## src/rtl/muldiv_if.sv

```systemverilog
// Request/response bundle between the EX stage and the multiply/divide unit.
// The master drives the operands and control; the slave returns HI/LO and the status flags.
interface muldiv_if #(
    parameter int WIDTH = 32
);
    logic             start;
    logic [2:0]       op;
    logic [WIDTH-1:0] a;
    logic [WIDTH-1:0] b;
    logic             flush;
    logic [WIDTH-1:0] hi;
    logic [WIDTH-1:0] lo;
    logic             busy;
    logic             stall;
    logic             done;
    logic             div_zero;

    modport master (
        output start, op, a, b, flush,
        input  hi, lo, busy, stall, done, div_zero
    );

    modport slave (
        input  start, op, a, b, flush,
        output hi, lo, busy, stall, done, div_zero
    );
endinterface

```

## src/rtl/muldiv_unit.sv

```systemverilog
// Iterative multiply/divide engine that owns the architectural HI/LO registers.
// It computes one bit per cycle on magnitudes and applies the sign fixups in the DONE cycle.
module muldiv_unit #(
    parameter int WIDTH = 32,
    parameter int CNT_W = 6
) (
    input  logic      clk,
    input  logic      rst_n,
    muldiv_if.slave   bus
);
    localparam logic [1:0] S_IDLE = 2'd0;
    localparam logic [1:0] S_CALC = 2'd1;
    localparam logic [1:0] S_DONE = 2'd2;

    localparam logic [2:0] OP_MULT  = 3'b000;
    localparam logic [2:0] OP_MULTU = 3'b001;
    localparam logic [2:0] OP_DIV   = 3'b010;
    localparam logic [2:0] OP_DIVU  = 3'b011;
    localparam logic [2:0] OP_MTHI  = 3'b100;
    localparam logic [2:0] OP_MTLO  = 3'b101;

    logic [1:0]         state_q, state_d;
    logic [CNT_W-1:0]   cnt_q, cnt_d;
    logic [2*WIDTH-1:0] acc_q, acc_d;
    logic [WIDTH-1:0]   opb_q, opb_d;
    logic [WIDTH-1:0]   hi_q, hi_d;
    logic [WIDTH-1:0]   lo_q, lo_d;
    logic               neg_quo_q, neg_quo_d;
    logic               neg_rem_q, neg_rem_d;
    logic               is_div_q, is_div_d;
    logic               dz_q, dz_d;

    logic               op_signed;
    logic [WIDTH-1:0]   a_mag, b_mag;
    logic [WIDTH:0]     mul_sum;
    logic [2*WIDTH-1:0] mul_next;
    logic [WIDTH:0]     div_shift, div_diff;
    logic               div_ok;
    logic [2*WIDTH-1:0] div_next;
    logic [2*WIDTH-1:0] prod_fix;
    logic [WIDTH-1:0]   quo_fix, rem_fix;
    logic [2*WIDTH-1:0] result;

    assign op_signed = ~bus.op[0];
    assign a_mag     = (op_signed && bus.a[WIDTH-1]) ? -bus.a : bus.a;
    assign b_mag     = (op_signed && bus.b[WIDTH-1]) ? -bus.b : bus.b;

    // Multiply: acc holds {partial product, remaining multiplier bits}, shifted right each step.
    assign mul_sum  = {1'b0, acc_q[2*WIDTH-1:WIDTH]} + (acc_q[0] ? {1'b0, opb_q} : '0);
    assign mul_next = {mul_sum, acc_q[WIDTH-1:1]};

    // Divide: acc holds {partial remainder, dividend/quotient}, shifted left each step.
    assign div_shift = {acc_q[2*WIDTH-1:WIDTH], acc_q[WIDTH-1]};
    assign div_diff  = div_shift - {1'b0, opb_q};
    assign div_ok    = ~div_diff[WIDTH];
    assign div_next  = {(div_ok ? div_diff[WIDTH-1:0] : div_shift[WIDTH-1:0]),
                        acc_q[WIDTH-2:0], div_ok};

    assign prod_fix = neg_quo_q ? -acc_q : acc_q;
    assign quo_fix  = neg_quo_q ? -acc_q[WIDTH-1:0] : acc_q[WIDTH-1:0];
    assign rem_fix  = neg_rem_q ? -acc_q[2*WIDTH-1:WIDTH] : acc_q[2*WIDTH-1:WIDTH];
    assign result   = dz_q ? acc_q : (is_div_q ? {rem_fix, quo_fix} : prod_fix);

    always_comb begin
        state_d   = state_q;
        cnt_d     = cnt_q;
        acc_d     = acc_q;
        opb_d     = opb_q;
        hi_d      = hi_q;
        lo_d      = lo_q;
        neg_quo_d = neg_quo_q;
        neg_rem_d = neg_rem_q;
        is_div_d  = is_div_q;
        dz_d      = dz_q;
        case (state_q)
            S_IDLE: begin
                if (bus.start && !bus.flush) begin
                    case (bus.op)
                        OP_MTHI: hi_d = bus.a;
                        OP_MTLO: lo_d = bus.a;
                        OP_MULT, OP_MULTU, OP_DIV, OP_DIVU: begin
                            is_div_d  = bus.op[1];
                            cnt_d     = '0;
                            neg_quo_d = op_signed & (bus.a[WIDTH-1] ^ bus.b[WIDTH-1]);
                            neg_rem_d = op_signed & bus.a[WIDTH-1];
                            dz_d      = 1'b0;
                            state_d   = S_CALC;
                            if (bus.op[1]) begin
                                acc_d = {{WIDTH{1'b0}}, a_mag};
                                opb_d = b_mag;
                                if (bus.b == '0) begin
                                    // Divide by zero: result is fixed, skip the iterations.
                                    acc_d     = {bus.a, {WIDTH{1'b1}}};
                                    neg_quo_d = 1'b0;
                                    neg_rem_d = 1'b0;
                                    dz_d      = 1'b1;
                                    state_d   = S_DONE;
                                end
                            end else begin
                                acc_d = {{WIDTH{1'b0}}, b_mag};
                                opb_d = a_mag;
                            end
                        end
                        default: ;
                    endcase
                end
            end
            S_CALC: begin
                if (bus.flush) begin
                    state_d = S_IDLE;
                end else begin
                    acc_d = is_div_q ? div_next : mul_next;
                    cnt_d = cnt_q + CNT_W'(1);
                    if (cnt_q == CNT_W'(WIDTH - 1)) state_d = S_DONE;
                end
            end
            S_DONE: begin
                state_d = S_IDLE;
                if (!bus.flush) begin
                    hi_d = result[2*WIDTH-1:WIDTH];
                    lo_d = result[WIDTH-1:0];
                end
            end
            default: state_d = S_IDLE;
        endcase
    end

    always_ff @(posedge clk or negedge rst_n) begin
        if (!rst_n) begin
            state_q   <= S_IDLE;
            cnt_q     <= '0;
            acc_q     <= '0;
            opb_q     <= '0;
            hi_q      <= '0;
            lo_q      <= '0;
            neg_quo_q <= 1'b0;
            neg_rem_q <= 1'b0;
            is_div_q  <= 1'b0;
            dz_q      <= 1'b0;
        end else begin
            state_q   <= state_d;
            cnt_q     <= cnt_d;
            acc_q     <= acc_d;
            opb_q     <= opb_d;
            hi_q      <= hi_d;
            lo_q      <= lo_d;
            neg_quo_q <= neg_quo_d;
            neg_rem_q <= neg_rem_d;
            is_div_q  <= is_div_d;
            dz_q      <= dz_d;
        end
    end

    assign bus.hi       = hi_q;
    assign bus.lo       = lo_q;
    assign bus.busy     = (state_q != S_IDLE);
    assign bus.stall    = bus.busy | (bus.start & ~bus.op[2] & (state_q == S_IDLE));
    assign bus.done     = (state_q == S_DONE) & ~bus.flush;
    assign bus.div_zero = bus.done & dz_q;
endmodule

```

## src/flat_wrapper.sv

```systemverilog
// flat-port wrapper written by rule: the top's interface ports become plain ports
module muldiv_unit_flat 
#(
    parameter int WIDTH = 32,
    parameter int CNT_W = 6
)
  (clk, rst_n, bus_start, bus_op, bus_a, bus_b, bus_flush, bus_hi, bus_lo, bus_busy, bus_stall, bus_done, bus_div_zero);
  muldiv_if #(.WIDTH(WIDTH)) bus_i ();
  input  logic clk;
  input  logic rst_n;
  input wire logic [$bits(bus_i.start)-1:0] bus_start;
  input wire logic [$bits(bus_i.op)-1:0] bus_op;
  input wire logic [$bits(bus_i.a)-1:0] bus_a;
  input wire logic [$bits(bus_i.b)-1:0] bus_b;
  input wire logic [$bits(bus_i.flush)-1:0] bus_flush;
  output wire logic [$bits(bus_i.hi)-1:0] bus_hi;
  output wire logic [$bits(bus_i.lo)-1:0] bus_lo;
  output wire logic [$bits(bus_i.busy)-1:0] bus_busy;
  output wire logic [$bits(bus_i.stall)-1:0] bus_stall;
  output wire logic [$bits(bus_i.done)-1:0] bus_done;
  output wire logic [$bits(bus_i.div_zero)-1:0] bus_div_zero;
  assign bus_i.start = bus_start;
  assign bus_i.op = bus_op;
  assign bus_i.a = bus_a;
  assign bus_i.b = bus_b;
  assign bus_i.flush = bus_flush;
  assign bus_hi = bus_i.hi;
  assign bus_lo = bus_i.lo;
  assign bus_busy = bus_i.busy;
  assign bus_stall = bus_i.stall;
  assign bus_done = bus_i.done;
  assign bus_div_zero = bus_i.div_zero;
  muldiv_unit #(.WIDTH(WIDTH), .CNT_W(CNT_W)) u_core (.clk(clk), .rst_n(rst_n), .bus(bus_i));
endmodule
```

## config.mk

```make
export PLATFORM = sky130hd
export DESIGN_NAME = muldiv_unit_flat
export DESIGN_NICKNAME = d
export VERILOG_FILES = /design/src/rtl/muldiv_if.sv /design/src/rtl/muldiv_unit.sv /design/src/flat_wrapper.sv
export SDC_FILE = /design/constraint.sdc
export NUM_CORES = 1
export LEC_CHECK = 0
export ABC_AREA = 1
export CAP_MARGIN = 10
export CORE_MARGIN = 1.5
export CORE_UTILIZATION = 45
export CTS_CLUSTER_DIAMETER = 60
export CTS_CLUSTER_SIZE = 24
export DETAILED_ROUTE_END_ITERATION = 7
export DONT_BUFFER_PORTS = 1
export GPL_TIMING_DRIVEN = 0
export HOLD_SLACK_MARGIN = 0.1
export PLACE_DENSITY = 0.66
export SETUP_SLACK_MARGIN = 0.05
export SYNTH_ARGS = -nofsm -noshare
export SYNTH_HDL_FRONTEND = slang
export SYNTH_SLANG_ARGS = --single-unit
```

## constraint.sdc

```tcl
create_clock -name clk -period 2.96 [get_ports clk]
set_input_delay 0.888 -clock clk [delete_from_list [all_inputs] [get_ports clk]]
set_output_delay 0.888 -clock clk [all_outputs]
set_load 0.02 [all_outputs]
```

==> results.md, run 1 <==
* Sink Count at approximately 170
* Max FO, Critical Path at 10
* Register area share after synthesis at 22.53%
* R2R depth at 16
* Final min period at ~2.9 ns
* Post-synthesis area per instance at roughly 5.6 µm²
* Via Count at ~23000
* Boundary pin count at roughly 140
* Final setup viols at 0
* GRT Total Usage at around 44%
* Fin nets at between 3000 and 4000
* Die area at around 44000 µm²
* Core area at around 42000 µm²
* Post-DRT Antenna Nets at 0
* Distinct cells, synth at 43
* Rows at 75
* M1 WL at 40.16 mm
* Largest net degree at the start of global routing at 173
* LEAKAGE at about 11 nW
* Area Overhead vs Synth at 8.899%
* FF+latch count, synth at 172
* Starting Density at about 46%
* Syn Std Cell Area at between 15000 and 20000 µm²
* Hold Path Class: input pin to async pin
* Die height at ~210 µm
* Average wire per standard cell at 24.43 µm
* Worst Path Required at around 3.4 ns
* Max_cap viols at 0
* Period utilization at 97.33%
* Met3 routed wirelength at 11.20 mm
* Vias in the first global route at between 20000 and 25000
* Final TNS setup at 0 ns
* Clk Latency, worst-skew pair at between 0.5 and 0.6 ns
* Worst-margin pin slew at 1.100 ns
* Total gr overflow at 0
* Slew headroom at between 20% and 30%
* First-pass GRT wire length at 140.1 mm
* Worst-path clk slew at 0.07 ns
* Achievable Freq at 0.3471 GHz
* YS warnings at 0
* Final HPWL DP at around 80 mm
* Detailed Route WL at about 100 mm
* Antenna violations before repair at 1
* Final core occ at approximately half
* Router iterations before antenna repair at 6
* Type of element capturing the critical path: flop
* H-tree Lvls at 4
* Final Hold Viols at 0
* Placed Cells at between 3000 and 4000
* Root buffer cell: clkbuf_16
* CP Class: flop to flop
* Met2 wire len at about 40 mm
* Post-route insts no fill at roughly 4000
* Maximum clock insertion buffer count at 2
* Clock skew at roughly 0.013 ns
* DRT iter0 DRCs at 3050
* RSZ-0062 raised after global routing: true
* CTS Buf Count at 17
* Worst VDD drop at between 0.7 and 0.8 mV
* Die width at between 200 and 250 µm
* Highest metal used: met4
* DR DRC count at 0
* Power per Cell Area at between 1000 and 1500 nW/µm²
* Syn_nets at about 3600
* Status: finished clean
* Layout cells sized above 1 at 5.616%
* Slew Limit Fails at 0
* Via density at 5.828
* TritonCTS clock tree: done
* Setup crit start kind: flop
* Port Buffers at 0
* GP Congestion at ~1.1
* Worst hold slack at 0.2904 ns
* Post-synthesis cell count at roughly 3400
* Worst Path Arrival at between 3 and 4 ns
-- cell usage after synthesis, drive strengths merged --
library cell | count | area [µm²]
o21ai | 187 | 935.9
nand4 | 43 | 269.0
and2 | 5 | 31.28
nor3 | 37 | 185.2
nand3b | 6 | 45.04
inv | 523 | 1963
nand2 | 1148 | 4347
nor2 | 432 | 1669
xor2 | 56 | 490.5
fa | 2 | 40.04
a21oi | 213 | 1070
o21bai | 10 | 75.07
a2bb2oi | 1 | 8.760
o221ai | 9 | 78.83
a21o | 4 | 30.03
a22oi | 20 | 150.1
xnor2 | 4 | 35.03
nand3 | 301 | 1521
ha | 69 | 863.3
clkinv | 3 | 12.51
o31ai | 4 | 30.03
buf | 47 | 252.7
a21boi | 1 | 7.510
o211ai | 21 | 157.7
and3 | 2 | 12.51
a31oi | 29 | 181.4
nor3b | 1 | 12.51
clkbuf | 69 | 259.0
or2 | 7 | 43.79
dfrtp | 172 | 4304
nor4 | 4 | 25.02
-- final cells by class --
class                      count  area [µm²]
clock buffer                  18       429.2
inverter                     526        1979
fill                        4789       21140
multi-input combinational   2616       12540
timing repair buffer          10       115.1
buffer                       116       564.3
tap                          539       674.4
sequential                   172        4328
antenna                        1       2.502
clock inverter                14       175.2
-- final timing paths --
check,startpoint,end,slack (ns)
worst max-delay path,u_core.acc_q[53],u_core.acc_q[51],0.08
worst min-delay path,rst_n,u_core.bus.hi[25],0.29
worst max register to register,u_core.acc_q[53],u_core.acc_q[51],0.08
worst min register to register,u_core.cnt_q[5],u_core.cnt_q[5],0.48
max in group asynchronous,rst_n,u_core.opb_q[19],2.24
min in group clk,u_core.cnt_q[5],u_core.cnt_q[5],0.48
-- layout by cell type, fill, tap and decap left out, types with 19 or more instances in the layout --
cell type and n:
nand2_1 1121, nand3_1 292, nor3_1 35, ha_1 55, dfrtp_1 153, a21oi_1 209
xor2_1 56, a22oi_1 20, nand4_1 43, nor2_1 409, clkbuf_1 66, a31oi_1 29
o211ai_1 21, nand2_2 24, inv_1 513, dfrtp_2 19, o21ai_0 178
-- sequential cells by signal (all words and copies together) (netlist names) --
name              count
u_core.acc_q         64
u_core.bus.hi        32
u_core.bus.lo        32
u_core.cnt_q          6
u_core.dz_q           1
u_core.is_div_q       1
u_core.neg_quo_q      1
u_core.neg_rem_q      1
u_core.opb_q         32
u_core.state_q        2
-- kinds of logic (layout without fill, tap and decap cells) --
family | count (synthesis) | after routing | synth area share [%]
AO/OA/AOI/OAI | 499 | 499 | 14.26
XOR/XNOR | 60 | 60 | 2.750
adder cells (fa/ha/maj) | 71 | 71 | 4.728
buffers and inverters | 642 | 684 | 13.02
flip-flops | 172 | 172 | 22.53
other | 0 | 1 | 0
AND/OR/NAND/NOR | 1986 | 1986 | 42.71
-- layer usage --
layer  vias up  GRT usage (%)
met5         -              0
met4         0          28.26
met3       269          10.54
met2      1379          63.87
met1     10795          59.44
li1      10939              -
-- stage by stage --
step                total power, mW  setup slack, ns  instance area [µm²]
floorplan                     17.11           0.4706                19110
global route                  29.25         -0.01020                20810
CTS                           26.05          0.05458                20480
detailed placement            23.42          -0.5687                19780
global placement              23.42          -0.6051                19780
finish                        27.32          0.07892                20810
-- repair_timing --
action | CTS | global route
gates resized for setup | 37 | 75
setup endpoints to repair | 35 | 46
pin swaps | 0 | 6
buffers inserted | 1 | 7
endpoints found under the hold margin | 172 | 88
-- power by group --
part	internal (mW)	leakage (nW)	switching, mW
clock	1.28	0.300	1.19
sequential	3.46	2.04	2.40
combinational	5.66	8.66	13.3
total	10.4	11.0	16.9
-- critical path: stages (launching register included) --
cell,delay (ns)
dfrtp_1,0.61
ha_1,0.40
nand2_1,0.15
inv_1,0.06
nand2_1,0.06
nand2_1,0.08
inv_1,0.06
nand2_1,0.08
a21oi_2,0.23
nand2_2,0.10
nand2_4,0.12
buf_2,0.23
nand3_1,0.17
nand3_1,0.12
nand2_1,0.07
nand2_1,0.15
nand2_1,0.07
Note: power is estimated with default switching activity, not from simulation.
==> run 2, diff against run 1 <==
Settings changed: ABC_AREA 1 to unset, CORE_MARGIN 1.5 to unset.
==> results.md, run 2 <==
* Max reg flops at 64
* Detailed Route WL at between 70 and 80 mm
* Final Hold Viols at 0
* Total gr overflow at 0
* Distinct cells, synth at 82
* Pre-CTS WS at -1.548 ns
* Period utilization at 112.1%
* Final HPWL DP at roughly 57 mm
* H-tree Lvls at 4
* Synth Area in Simple Gates at a little over a fifth
* CP top delay family: simple AND/OR/NAND/NOR gates
* Core area at between 30000 and 40000 µm²
* Synth Area in XOR/XNOR at 8.861%
* LEAKAGE at between 8 and 9 nW
* Syn_nets at 2238
* Final min period at around 3.3 ns
* EDFF count, synth at 0
* Leading area contributor after synthesis: dfrtp_1
* Via Count at roughly 19000
* Power per Cell Area at around 1000 nW/µm²
* First-pass GRT wire length at roughly 110 mm
* Achievable Freq at approximately 0.30 GHz
* Worst-path clk slew at 0.08 ns
* Post-synthesis cell count at roughly 2100
* Cell Chain, Critical Path: or4_4, or4_4, or4_4, or3_4, buf_4, buf_6, buf_4, o21ai_2, and3_1, nor3_2, o31ai_1
* Worst-margin pin slew at 1.177 ns
* Hold Path Class: input pin to async pin
* Die width at 190.0 µm
* DRT iter0 DRCs at 2413
* Antenna violations before repair at 5
* Vias in the first global route at 17252
* CP Class: flop to flop
* Sink Count at 172
* Average wire per standard cell at approximately 29 µm
* Clock skew at ~0.016 ns
* Starting Density at 45.95%
* Rows at between 60 and 70
* Worst Path Required at ~3.3 ns
* Router iterations before antenna repair at 8
* Status: finished with violations
* Buf/Inv on CP at 3
* Post-DRT Antenna Nets at 0
* Port Buffers at 0
* Worst Path Arrival at roughly 3.7 ns
* Ys async rst share at 100.0%
* Slowest CP cell: or4_4
* Max incr delay on CP at between 0.5 and 0.6 ns
* Max FO, Critical Path at 4
* Maximum clock insertion buffer count at 2
* Area Overhead vs Synth at 30.18%
* Post-route setup slack at -0.3578 ns
* Layout cells sized above 1 at 25.21%
* TritonCTS clock tree: done
* Top reg by flops: u_core.acc_q
* RSZ-0062 raised after global routing: true
* GRT Total Usage at 42.19%
* Max_cap viols at 0
* Most frequent cells in the layout: nor2_1, nand2_1, a21oi_1
* Most common cell after layout, fill and taps aside: nor2_1
* Post-synthesis mux area share at ~4.4%
* GP Congestion at between 1 and 1.5
* Most common cell in the netlist: nor2_1
* Compound-cell area share of the yosys netlist at 27.12%
* Slew Limit Fails at 0
* Setup crit start kind: flop
* FF+latch count, synth at roughly 170
* Largest family of logic cells by synthesized area: compound AO/OA/AOI/OAI gates
* Syn Std Cell Area at around 16000 µm²
* Fin nets at 2394
* Area share of the largest cell type after synthesis at between 20% and 30%
* Dominant cells by area after synthesis: dfrtp_1, nor2_1, a21oi_1
* Final TNS setup at -7.627 ns
* Boundary pin count at approximately 140
* YS warnings at 0
* Adder-Cell Fraction of Synth Area at ~5.7%
* Clk Latency, worst-skew pair at 0.47 ns
* Most frequent cells after synthesis: nor2_1, nand2_1, a21oi_1, dfrtp_1, o21ai_0
* Failing checks: design-rule violations, negative setup slack
* Slew headroom at between 20% and 30%
* CTS Buf Count at 17
* Most Frequent Cell on Critical Path: or4_4
* Via density at just under 7
* Final setup viols at 60
* Root buffer cell: clkbuf_16
* Largest net degree at the start of global routing at between 150 and 200
* Worst VDD drop at around 0.73 mV
* Die area at 36120 µm²
* Register area share after synthesis at a little over a quarter
* Die height at 190.0 µm
* DR DRC count at 2
* Type of element capturing the critical path: flop
* Post-synthesis area per instance at ~7.6 µm²
* Post-synth top flop: dfrtp_1
## run 2: logic make-up (layout without fill, tap and decap cells)
| family | after synthesis | after routing |
|---|---|---|
| and+or+nand+nor | 755 | 755 |
| AOI/OAI and AO/OA | 679 | 679 |
| buffers and inverters | 190 | 359 |
| DFF | 172 | 172 |
| xor gates and xnor gates | 161 | 161 |
| adders and majority gates | 71 | 71 |
| muxes | 68 | 68 |
| other | 0 | 4 |
## run 2: area by class of cell
class / count / area (µm²)
antenna: 4 / 10.01
buffer: 120 / 748.2
clock buffer: 19 / 452.9
clock inverter: 13 / 121.4
fill: 3052 / 13910
inverter: 61 / 260.3
multi-input combinational: 1734 / 12840
sequential: 172 / 4338
tap: 455 / 569.3
timing repair buffer: 146 / 1374
## run 2: routing by layer
layer / vias up / track usage, % / share of wire [%]
met4: 6 / 28.10 / 8.0
met5: - / 0 / 0.13
met3: 344 / 12.25 / 12
met2: 1284 / 64.30 / 43
met1: 8920 / 51.53 / 36
li1: 7984 / - / -
## run 2: worst paths after layout
| path | slack [ns] | cells past startpoint | end | start |
|---|---|---|---|---|
| worst max-delay path | -0.36 | 11 | u_core.bus.hi[22] | u_core.acc_q[10] |
| worst min-delay path | 0.12 | 0 | u_core.bus.hi[16] | rst_n |
| worst max register to register | -0.36 | 11 | u_core.bus.hi[22] | u_core.acc_q[10] |
| worst min register to register | 0.49 | 2 | u_core.opb_q[22] | u_core.opb_q[22] |
| max in group asynchronous | 1.85 | 1 | u_core.bus.hi[25] | rst_n |
| min in group clk | 0.49 | 2 | u_core.opb_q[22] | u_core.opb_q[22] |
## run 2: per-stage QoR
stage          std cells  hold slack, ns  utilization [%]  area (µm²)  total power [mW]
2_1_floorplan       2096          0.4498                -       16090             11.01
3_3_place_gp        2551          0.4689            48.10       16660             13.98
3_5_place_dp        2551          0.4767            48.10       16660             14.11
4_1_cts             2673          0.1064            55.96       19380             18.55
5_1_grt             2722          0.1025            59.81       20710             21.58
6_report            2724          0.1190            59.82       20710             20.72
## run 2: what timing repair did
item                                    CTS  global route
resized for setup                       327           237
endpoints found under the hold margin     0            10
pin swaps                                93           133
buffers inserted                         88            54
hold buffers                              0             1
gates cloned                              5             3
endpoints found under the setup margin  153           132
## run 2: power breakdown
group	leakage, nW	internal [mW]	switching (mW)
Sequential	2.08	3.16	1.54
Combinational	5.89	5.72	7.98
Clock	0.278	1.16	1.15
